--- src/rtl/bist_pkg.sv ---
// Shared types and constants for the lane-array built-in self-test engine.
package bist_pkg;

   typedef enum logic [1:0] {IDLE, RUN, DRAIN, DONE} state_t;

   localparam int LANE_IN_W  = 4;
   localparam int LANE_OUT_W = 5;

   localparam logic [15:0] DEF_LFSR_TAPS = 16'hB400;
   localparam logic [31:0] DEF_MISR_TAPS = 32'h04C11DB7;

endpackage

--- src/rtl/bist_lane_cell.sv ---
// Combinational 4-in/5-out lane function; one instance per lane.
module bist_lane_cell
   import bist_pkg::*;
(
   input  logic [LANE_IN_W-1:0]  lane_i,
   output logic [LANE_OUT_W-1:0] lane_o
);

   logic a, b, c, d;

   assign {d, c, b, a} = lane_i;
   assign lane_o = {~d, b, a | c, c & d & ~a, a | d};

endmodule

--- src/rtl/bist_lane_array.sv ---
// Self-testing lane array: LFSR patterns drive LANES lane cells, registered
// responses are compacted into a Galois MISR under a start/done/abort FSM.
module bist_lane_array
   import bist_pkg::*;
#(
   parameter int                 LANES     = 4,
   parameter int                 LFSR_W    = 16,
   parameter logic [LFSR_W-1:0]  LFSR_TAPS = DEF_LFSR_TAPS,
   parameter int                 MISR_W    = 32,
   parameter logic [MISR_W-1:0]  MISR_TAPS = DEF_MISR_TAPS,
   parameter int                 CNT_W     = 16
) (
   input  logic                        clk,
   input  logic                        rst,
   input  logic                        start,
   input  logic                        abort,
   input  logic [LFSR_W-1:0]           seed,
   input  logic [CNT_W-1:0]            num_patterns,
   output logic                        busy,
   output logic                        done,
   output logic [MISR_W-1:0]           signature,
   output logic [LANE_OUT_W*LANES-1:0] resp,
   output logic                        resp_valid,
   output logic [CNT_W-1:0]            pat_count
);

   localparam int RESP_W = LANE_OUT_W * LANES;

   state_t              state_q, state_d;
   logic [LFSR_W-1:0]   lfsr_q, lfsr_d, seed_ld;
   logic [MISR_W-1:0]   misr_q, misr_d;
   logic [RESP_W-1:0]   resp_q, resp_d, lane_out;
   logic                vld_q, vld_d;
   logic [CNT_W-1:0]    cnt_q, cnt_d, num_q, num_d;
   logic                zero_q, zero_d;

   function automatic logic [LFSR_W-1:0] lfsr_step(input logic [LFSR_W-1:0] l);
      return {l[LFSR_W-2:0], ^(l & LFSR_TAPS)};
   endfunction

   function automatic logic [MISR_W-1:0] misr_step(input logic [MISR_W-1:0] m,
                                                   input logic [RESP_W-1:0] r);
      logic [MISR_W-1:0] ext;
      ext = '0;
      ext[RESP_W-1:0] = r;
      return (m << 1) ^ (m[MISR_W-1] ? MISR_TAPS : '0) ^ ext;
   endfunction

   for (genvar i = 0; i < LANES; i++) begin : g_lane
      bist_lane_cell u_cell (
         .lane_i (lfsr_q[LANE_IN_W*i +: LANE_IN_W]),
         .lane_o (lane_out[LANE_OUT_W*i +: LANE_OUT_W])
      );
   end

   // A zero seed would lock the LFSR, so it is replaced by 1.
   assign seed_ld = (seed == '0) ? {{(LFSR_W-1){1'b0}}, 1'b1} : seed;

   always_comb begin
      state_d = state_q;
      lfsr_d  = lfsr_q;
      misr_d  = misr_q;
      resp_d  = resp_q;
      vld_d   = vld_q;
      cnt_d   = cnt_q;
      num_d   = num_q;
      zero_d  = zero_q;
      done    = 1'b0;
      case (state_q)
         IDLE: begin
            if (start) begin
               lfsr_d = seed_ld;
               misr_d = '0;
               cnt_d  = '0;
               num_d  = num_patterns;
               vld_d  = 1'b0;
               if (num_patterns != '0) begin
                  state_d = RUN;
               end else begin
                  state_d = DONE;
                  zero_d  = 1'b1;
               end
            end
         end
         RUN: begin
            if (abort) begin
               vld_d   = 1'b0;
               state_d = IDLE;
            end else begin
               if (vld_q) misr_d = misr_step(misr_q, resp_q);
               resp_d = lane_out;
               vld_d  = 1'b1;
               lfsr_d = lfsr_step(lfsr_q);
               cnt_d  = cnt_q + 1'b1;
               if (cnt_d == num_q) state_d = DRAIN;
            end
         end
         DRAIN: begin
            if (!abort && vld_q) misr_d = misr_step(misr_q, resp_q);
            vld_d   = 1'b0;
            state_d = abort ? IDLE : DONE;
         end
         DONE: begin
            // An empty run spends one silent cycle here so its done pulse
            // lands one cycle after the start edge.
            if (zero_q) begin
               zero_d = 1'b0;
            end else begin
               done    = 1'b1;
               state_d = IDLE;
            end
         end
         default: state_d = IDLE;
      endcase
   end

   always_ff @(posedge clk or posedge rst) begin
      if (rst) begin
         state_q <= IDLE;
         lfsr_q  <= {{(LFSR_W-1){1'b0}}, 1'b1};
         misr_q  <= '0;
         resp_q  <= '0;
         vld_q   <= 1'b0;
         cnt_q   <= '0;
         num_q   <= '0;
         zero_q  <= 1'b0;
      end else begin
         state_q <= state_d;
         lfsr_q  <= lfsr_d;
         misr_q  <= misr_d;
         resp_q  <= resp_d;
         vld_q   <= vld_d;
         cnt_q   <= cnt_d;
         num_q   <= num_d;
         zero_q  <= zero_d;
      end
   end

   assign busy       = (state_q == RUN) || (state_q == DRAIN);
   assign signature  = misr_q;
   assign resp       = resp_q;
   assign resp_valid = vld_q;
   assign pat_count  = cnt_q;

endmodule

--- config.mk ---
export PLATFORM = sky130hd
export DESIGN_NAME = bist_lane_array
export DESIGN_NICKNAME = d
export VERILOG_FILES = /design/src/rtl/bist_pkg.sv /design/src/rtl/bist_lane_cell.sv /design/src/rtl/bist_lane_array.sv
export SDC_FILE = /design/constraint.sdc
export NUM_CORES = 1
export LEC_CHECK = 0
export CORE_MARGIN = 2
export CORE_UTILIZATION = 40
export CTS_BUF_LIST = sky130_fd_sc_hd__clkbuf_8
export DETAILED_ROUTE_END_ITERATION = 7
export PLACE_DENSITY = 0.69
export SETUP_SLACK_MARGIN = 0.15
export SYNTH_ARGS = -nofsm -noshare
export SYNTH_HDL_FRONTEND = slang
export SYNTH_SLANG_ARGS = --single-unit
export TNS_END_PERCENT = 100
--- constraint.sdc ---
create_clock -name clk -period 5.33 [get_ports clk]
set_input_delay 1.599 -clock clk [delete_from_list [all_inputs] [get_ports clk]]
set_output_delay 1.599 -clock clk [all_outputs]
set_load 0.02 [all_outputs]
* Yosys cells after proc, flatten, opt, wreduce, memory -nomap -nowiden
Cells that the tools add are included.
** Storage, ports and cells
- Register bits after elaboration :: 104
- Memories :: 0
- Bits in latches :: 0
- Input bits :: 36
- Output and inout port bits :: 71
- Bits in read-only memories :: 0
- Memory bits (writable) :: 0
** Operators by class
- Add/sub/neg operators :: 1
- Div/mod/pow operators :: 0
- Multipliers :: 0
- Muxes and demuxes :: 28
- Reduce and logical (&&, ||, !) cells :: 17
- Magnitude comparators :: 0
- Shift operators :: 0
- Eq/ne operators :: 11
- Bitwise logic cells :: 27
** Operators with widths (number)
- $mux W32 :: 4
- $pmux W32 S3 :: 1
- $mux W16 :: 5
- $pmux W16 S2 :: 2
- $xor A32 B20 Y32 :: 1
- $xor A32 B27 Y32 :: 1
- $mux W27 :: 1
- $add A16 B1 Y16 const B :: 1
- $eq A16 B16 Y1 :: 1
- $logic_not A16 Y1 :: 1
- $reduce_bool A16 Y1 :: 1
- $reduce_xor A16 Y1 :: 1
- $mux W2 :: 6
- $ne A2 B2 Y1 const B :: 6
- $not A1 Y1 :: 9
- $reduce_and A3 Y1 :: 3
- $and A1 B1 Y1 :: 8
- $or A1 B1 Y1 :: 8
- $pmux W2 S4 :: 1
- $mux W1 :: 6
- $reduce_and A2 Y1 :: 3
- $reduce_and A5 Y1 :: 1
- $eq A2 B2 Y1 const B :: 2
- $reduce_bool A2 Y1 :: 2
- 9 further kinds :: 9

* Logic depth before layout (Yosys ltp)
- Word-level depth :: 6
- Gate-level depth with buffers :: 10

* Modules after synthesis
A second synthesis with hierarchy kept.
** Second synthesis, totals
- Cell total of the unflattened synthesis :: 590
- Area, all modules :: 5432.7 µm²
** By module, submodules not included
- bist_lane_array :: cells each 570, times used 1, area each 5297.6 µm²
- bist_lane_cell :: cells each 5, times used 4, area each 33.8 µm²

* Worst setup path after synthesis
No wires, ideal clock.
- Kind :: input port to flip-flop
- From :: in abort
- To :: reg lfsr_q[12]
- Stages :: 7
- Path slack :: 2485 ps
- Setup time :: 126 ps
- Arrival :: 2719 ps
- Buffers on the path :: 1
- Cells stage by stage :: inv_1 nand2_1 nor2_1 nor2_1 clkbuf_1 a221oi_1 nor2_1
** On the way
- Cells in the longest elaborated chain, start to end :: 2
** RTL lines
- start: declaration :: line bist_lane_array.sv:16 : input logic abort,
- $ne A2 B2 Y1 (no source line)
- $reduce_and A3 Y1 (no source line)
- end signal: assignment :: line bist_lane_array.sv:120 : lfsr_q <= {{(LFSR_W-1){1'b0}}, 1'b1};
- end signal: assignment :: line bist_lane_array.sv:129 : lfsr_q <= lfsr_d;
- end: declaration :: line bist_lane_array.sv:30 : logic [LFSR_W-1:0] lfsr_q, lfsr_d, seed_ld;
No other way between the ends.
A chain may end at the register's enable or synchronous reset.

* Final worst setup path
- From :: reg state_q[0]
- To :: out busy
** On the way
- Cells in the longest elaborated chain, start to end :: 2
- Elaborated cells on any way between the ends :: 3
- Classes of those cells :: eq/ne: 2; reduce/logical: 1
** RTL lines
- start: declaration :: line bist_lane_array.sv:29 : state_t state_q, state_d;
- start signal: assignment :: line bist_lane_array.sv:128 : state_q <= state_d;
- $eq A2 B1 Y1 or $eq A2 B2 Y1 (tied branches) :: line bist_lane_array.sv:139 : assign busy = (state_q == RUN) || (state_q == DRAIN);
- $logic_or A1 B1 Y1 (*) :: line bist_lane_array.sv:139
- end: declaration :: line bist_lane_array.sv:19 : output logic busy,
Every way passes the cells marked *; elsewhere a longest branch is shown, timed or not.

==> metrics.txt <==
number of max-slew violations in the final report 0; routability-driven placement congestion ratio 0.8939; ranking of synthesized cells by area sky130_fd_sc_hd__dfrtp_1 49%, sky130_fd_sc_hd__nand2_1 7.9%, sky130_fd_sc_hd__o21ai_0 6.2%; number of global-route vias before repair 4122; origin of the critical flop-to-flop path state_q[1]$_DFFE_PP0P_; portion of synthesized cell area occupied by the leading cell type 0.4928; setup clock skew after layout 0.01619 ns; DIE AREA 0.01401 mm2; register area share after synthesis 0.4978; Yosys warning total 0; final hold violation count 0; overflow left after global routing 0; area grow syn2layout 27.32%; buffers plus inverters on the worst setup path 3; Yosys reg bits 104; largest family of logic cells by synthesized area simple AND/OR/NAND/NOR gates; CP Cell Sequence inv_1 > ha_1 > buf_4 > clkdlybuf4s50_1; reg-to-reg critical path endpoint lfsr_q[12]$_DFFE_PP0P_; adder and majority cell fraction of the synthesized area 0.01435; Post-synth top flop sky130_fd_sc_hd__dfrtp_1; normalized max-slew margin 0.2860; hold worst-path end signature[19]$_DFFE_PP0P_; All-Layer GR Usage 0.1813; Period Utilization, post-route 0.6978; post-cts sizing count 0; cell at the slowest stage of the critical path sky130_fd_sc_hd__clkdlybuf4s50_1; antenna violations before repair 0; diode insertion count for antenna repair 0; Synth Area in Simple Gates 0.1687; Post-Syn Nets 597; CTS buffer count 9; nets 692; type of element launching the critical path flop; setup repair after global routing missed its margin false; EDFF count, synth 0; asr flop ratio synth 1.000; status finished, final reports clean; setup slack on the worst flop-to-flop path 2.46 ns; clock latency on the worst-skew pair 0.38 ns; global-route wire length before repair 20.73 mm; Hold Path Origin signature[19]$_DFFE_PP0P_; Max Fanout on Critical Path 24; setup-violating endpoint count in the final report 0; length in cells of the worst reg-to-reg path 9; Final Non-Filler Cells 827; IO Port Bufs 106; H-tree levels 3; maximum number of pins on one net before global-route repair 87; most numerous cell in the Yosys netlist sky130_fd_sc_hd__nand2_1; Final Cell Area 0.006659 mm2; vias per inst 5.237; cell type with the largest total area after synthesis sky130_fd_sc_hd__dfrtp_1; Min Clock Period, post-route 3.719 ns; clock-pin slew reported for the worst setup and hold paths after clock tree synthesis 0.10 ns; Setup TNS Final 0 ns; commonest cells in the synthesized netlist 110 x sky130_fd_sc_hd__nand2_1, 103 x sky130_fd_sc_hd__dfrtp_1, 65 x sky130_fd_sc_hd__o21ai_0; Highest Clock Rate 268.9 MHz; cell type group with the largest total delay on the critical path buffers and inverters; Compound-Gate Fraction of Synth Area 0.1230; maximum resistive drop on vdd 0.2250 mV; # clock sinks 104; HP Class reg2reg; slew at the pin closest to its max-slew limit 1.071 ns; endpoint type of the worst setup path output port; arrival time at the worst endpoint 2.12 ns; worst path required time 3.73 ns; standard cell core area 0.01267 mm2; die outline width 118.3 um; XOR/XNOR Fraction of Synth Area 0.09713; total wire length 12.67 mm; Via Count 4331; Post-Syn Instances 555; Design Power 3650 uW; layout cell share with drive strength beyond 1 0.07939; P_leak 0.002869 uW; Initial Util 0.4128; post-detailed-route wirelength per cell 15.31 um; category of the critical setup timing path reg2out; CP Depth 4; clock tree root driver cell sky130_fd_sc_hd__clkbuf_8; dpl cells 811; number of routed nets with antenna violations 0; setup repair bufs after CTS 0; number of search-and-repair iterations in the first detailed-routing pass 5; quantity of hold-fixing buffers added after cts 0; share of synthesized area spent on multiplexers 0.06746; instance count along the most critical hold path 2; max capacitance violation total 0; Die H 118.3 um; maximum buffer depth of the clock tree 2; site row count 41; cell area after synthesis 0.005230 mm2; Final HPWL DP 9.206 mm; num ports 107; TritonCTS clock tree done; final-layout worst hold slack 0.5209 ns; largest stage delay on the critical path 0.66 ns; average footprint of a synthesized cell 9.423 um2; areal power density over the cells 548.1 mW/mm2; post-placement cell area 0.006457 mm2; violation count after the first detailed-route iteration 362; DRC viols 0; library cells used by synthesis 42
-- power by group --
group,switching [uW],leakage [uW],internal (uW)
Clock,294,0.0000996,223
Sequential,290,0.00131,1070
Combinational,988,0.00146,781
Total,1570,0.00287,2080
-- worst max path at each step --
stage	start	to	slack, ns
after floorplan	rst	lfsr_q[10]$_DFFE_PP0P_	1.00
after global placement	abort	lfsr_q[8]$_DFFE_PP0P_	1.42
after detailed placement	abort	lfsr_q[12]$_DFFE_PP0P_	1.32
after CTS	state_q[0]$_DFFE_PP0P_	busy	1.59
after global routing	abort	lfsr_q[14]$_DFFE_PP0P_	1.44
final	state_q[0]$_DFFE_PP0P_	busy	1.61
-- worst register-to-register path, delay by kind of cell (launching register included) --
family,cells,cell delay [ns]
adder cells (fa/ha/maj),1,0.15
AND/OR/NAND/NOR,4,1.27
buffers and inverters,3,0.67
flip-flops,1,0.43
AO/OA/AOI/OAI,1,0.24
-- kinds of logic (layout without fill, tap and decap cells) --
family                   count (synthesis)  count (layout)
buffers and inverters                   40             140
adder cells (fa/ha/maj)                  6               6
multiplexers                            33              33
flip-flops                             104             104
AND/OR/NAND/NOR                        201             201
AO/OA/AOI/OAI                          113             113
XOR/XNOR                                58              58
-- flip-flops by register name, summed over array words and instances (netlist names) --
signal,count
lfsr_q,16
num_q,16
pat_count,16
resp,20
resp_valid,1
signature,32
state_q,2
zero_q,1
-- cell type report --
cell class,instances,area [um2]
Fill cell,1154,6012
Sequential cell,104,2604
Multi-Input combinational cell,411,2477
Timing Repair Buffer,114,1121
Tap cell,172,215.2
Clock buffer,9,123.9
Clock inverter,7,77.57
Inverter,10,40.04
-- placed cells by master (no fill, tap or decap), types with 2 or more instances in the layout --
master                            count
sky130_fd_sc_hd__inv_6                2
sky130_fd_sc_hd__o21ai_0             64
sky130_fd_sc_hd__mux2i_1             15
sky130_fd_sc_hd__nor3_1               2
sky130_fd_sc_hd__clkinvlp_4           2
sky130_fd_sc_hd__nand2_1            110
sky130_fd_sc_hd__o31ai_1              8
sky130_fd_sc_hd__a221oi_1             7
sky130_fd_sc_hd__ha_1                 6
sky130_fd_sc_hd__mux2_2              18
sky130_fd_sc_hd__nand4_1              3
sky130_fd_sc_hd__xor2_1              32
sky130_fd_sc_hd__and3_1               2
sky130_fd_sc_hd__nor3_4               2
sky130_fd_sc_hd__a21oi_1             20
sky130_fd_sc_hd__nand3_1              9
sky130_fd_sc_hd__clkbuf_8             9
sky130_fd_sc_hd__xnor2_1             26
sky130_fd_sc_hd__a22o_1               2
sky130_fd_sc_hd__buf_4                8
sky130_fd_sc_hd__nor4_1               9
sky130_fd_sc_hd__clkdlybuf4s50_1    106
sky130_fd_sc_hd__a31oi_1              4
sky130_fd_sc_hd__and4_1               2
sky130_fd_sc_hd__nor2_1              52
sky130_fd_sc_hd__a2111oi_0            2
sky130_fd_sc_hd__dfrtp_1            103
sky130_fd_sc_hd__inv_1               10
-- per-layer routing --
layer	vias to the layer above	routed length, um	track usage
li1	2072	-	-
met1	2092	5719	0.2439
met5	-	0	0
met3	14	805	0.02751
met4	0	174	0.06175
met2	153	5966	0.2988
-- metrics by stage --
stage | utilization | worst slack, ns
floorplan | - | 1.000
detailed placement | 0.5096 | 1.322
global placement | 0.5096 | 1.420
global route | 0.5255 | 1.444
CTS | 0.5255 | 1.590
finish | 0.5255 | 1.611
Note: power is estimated with default switching activity, not from simulation.
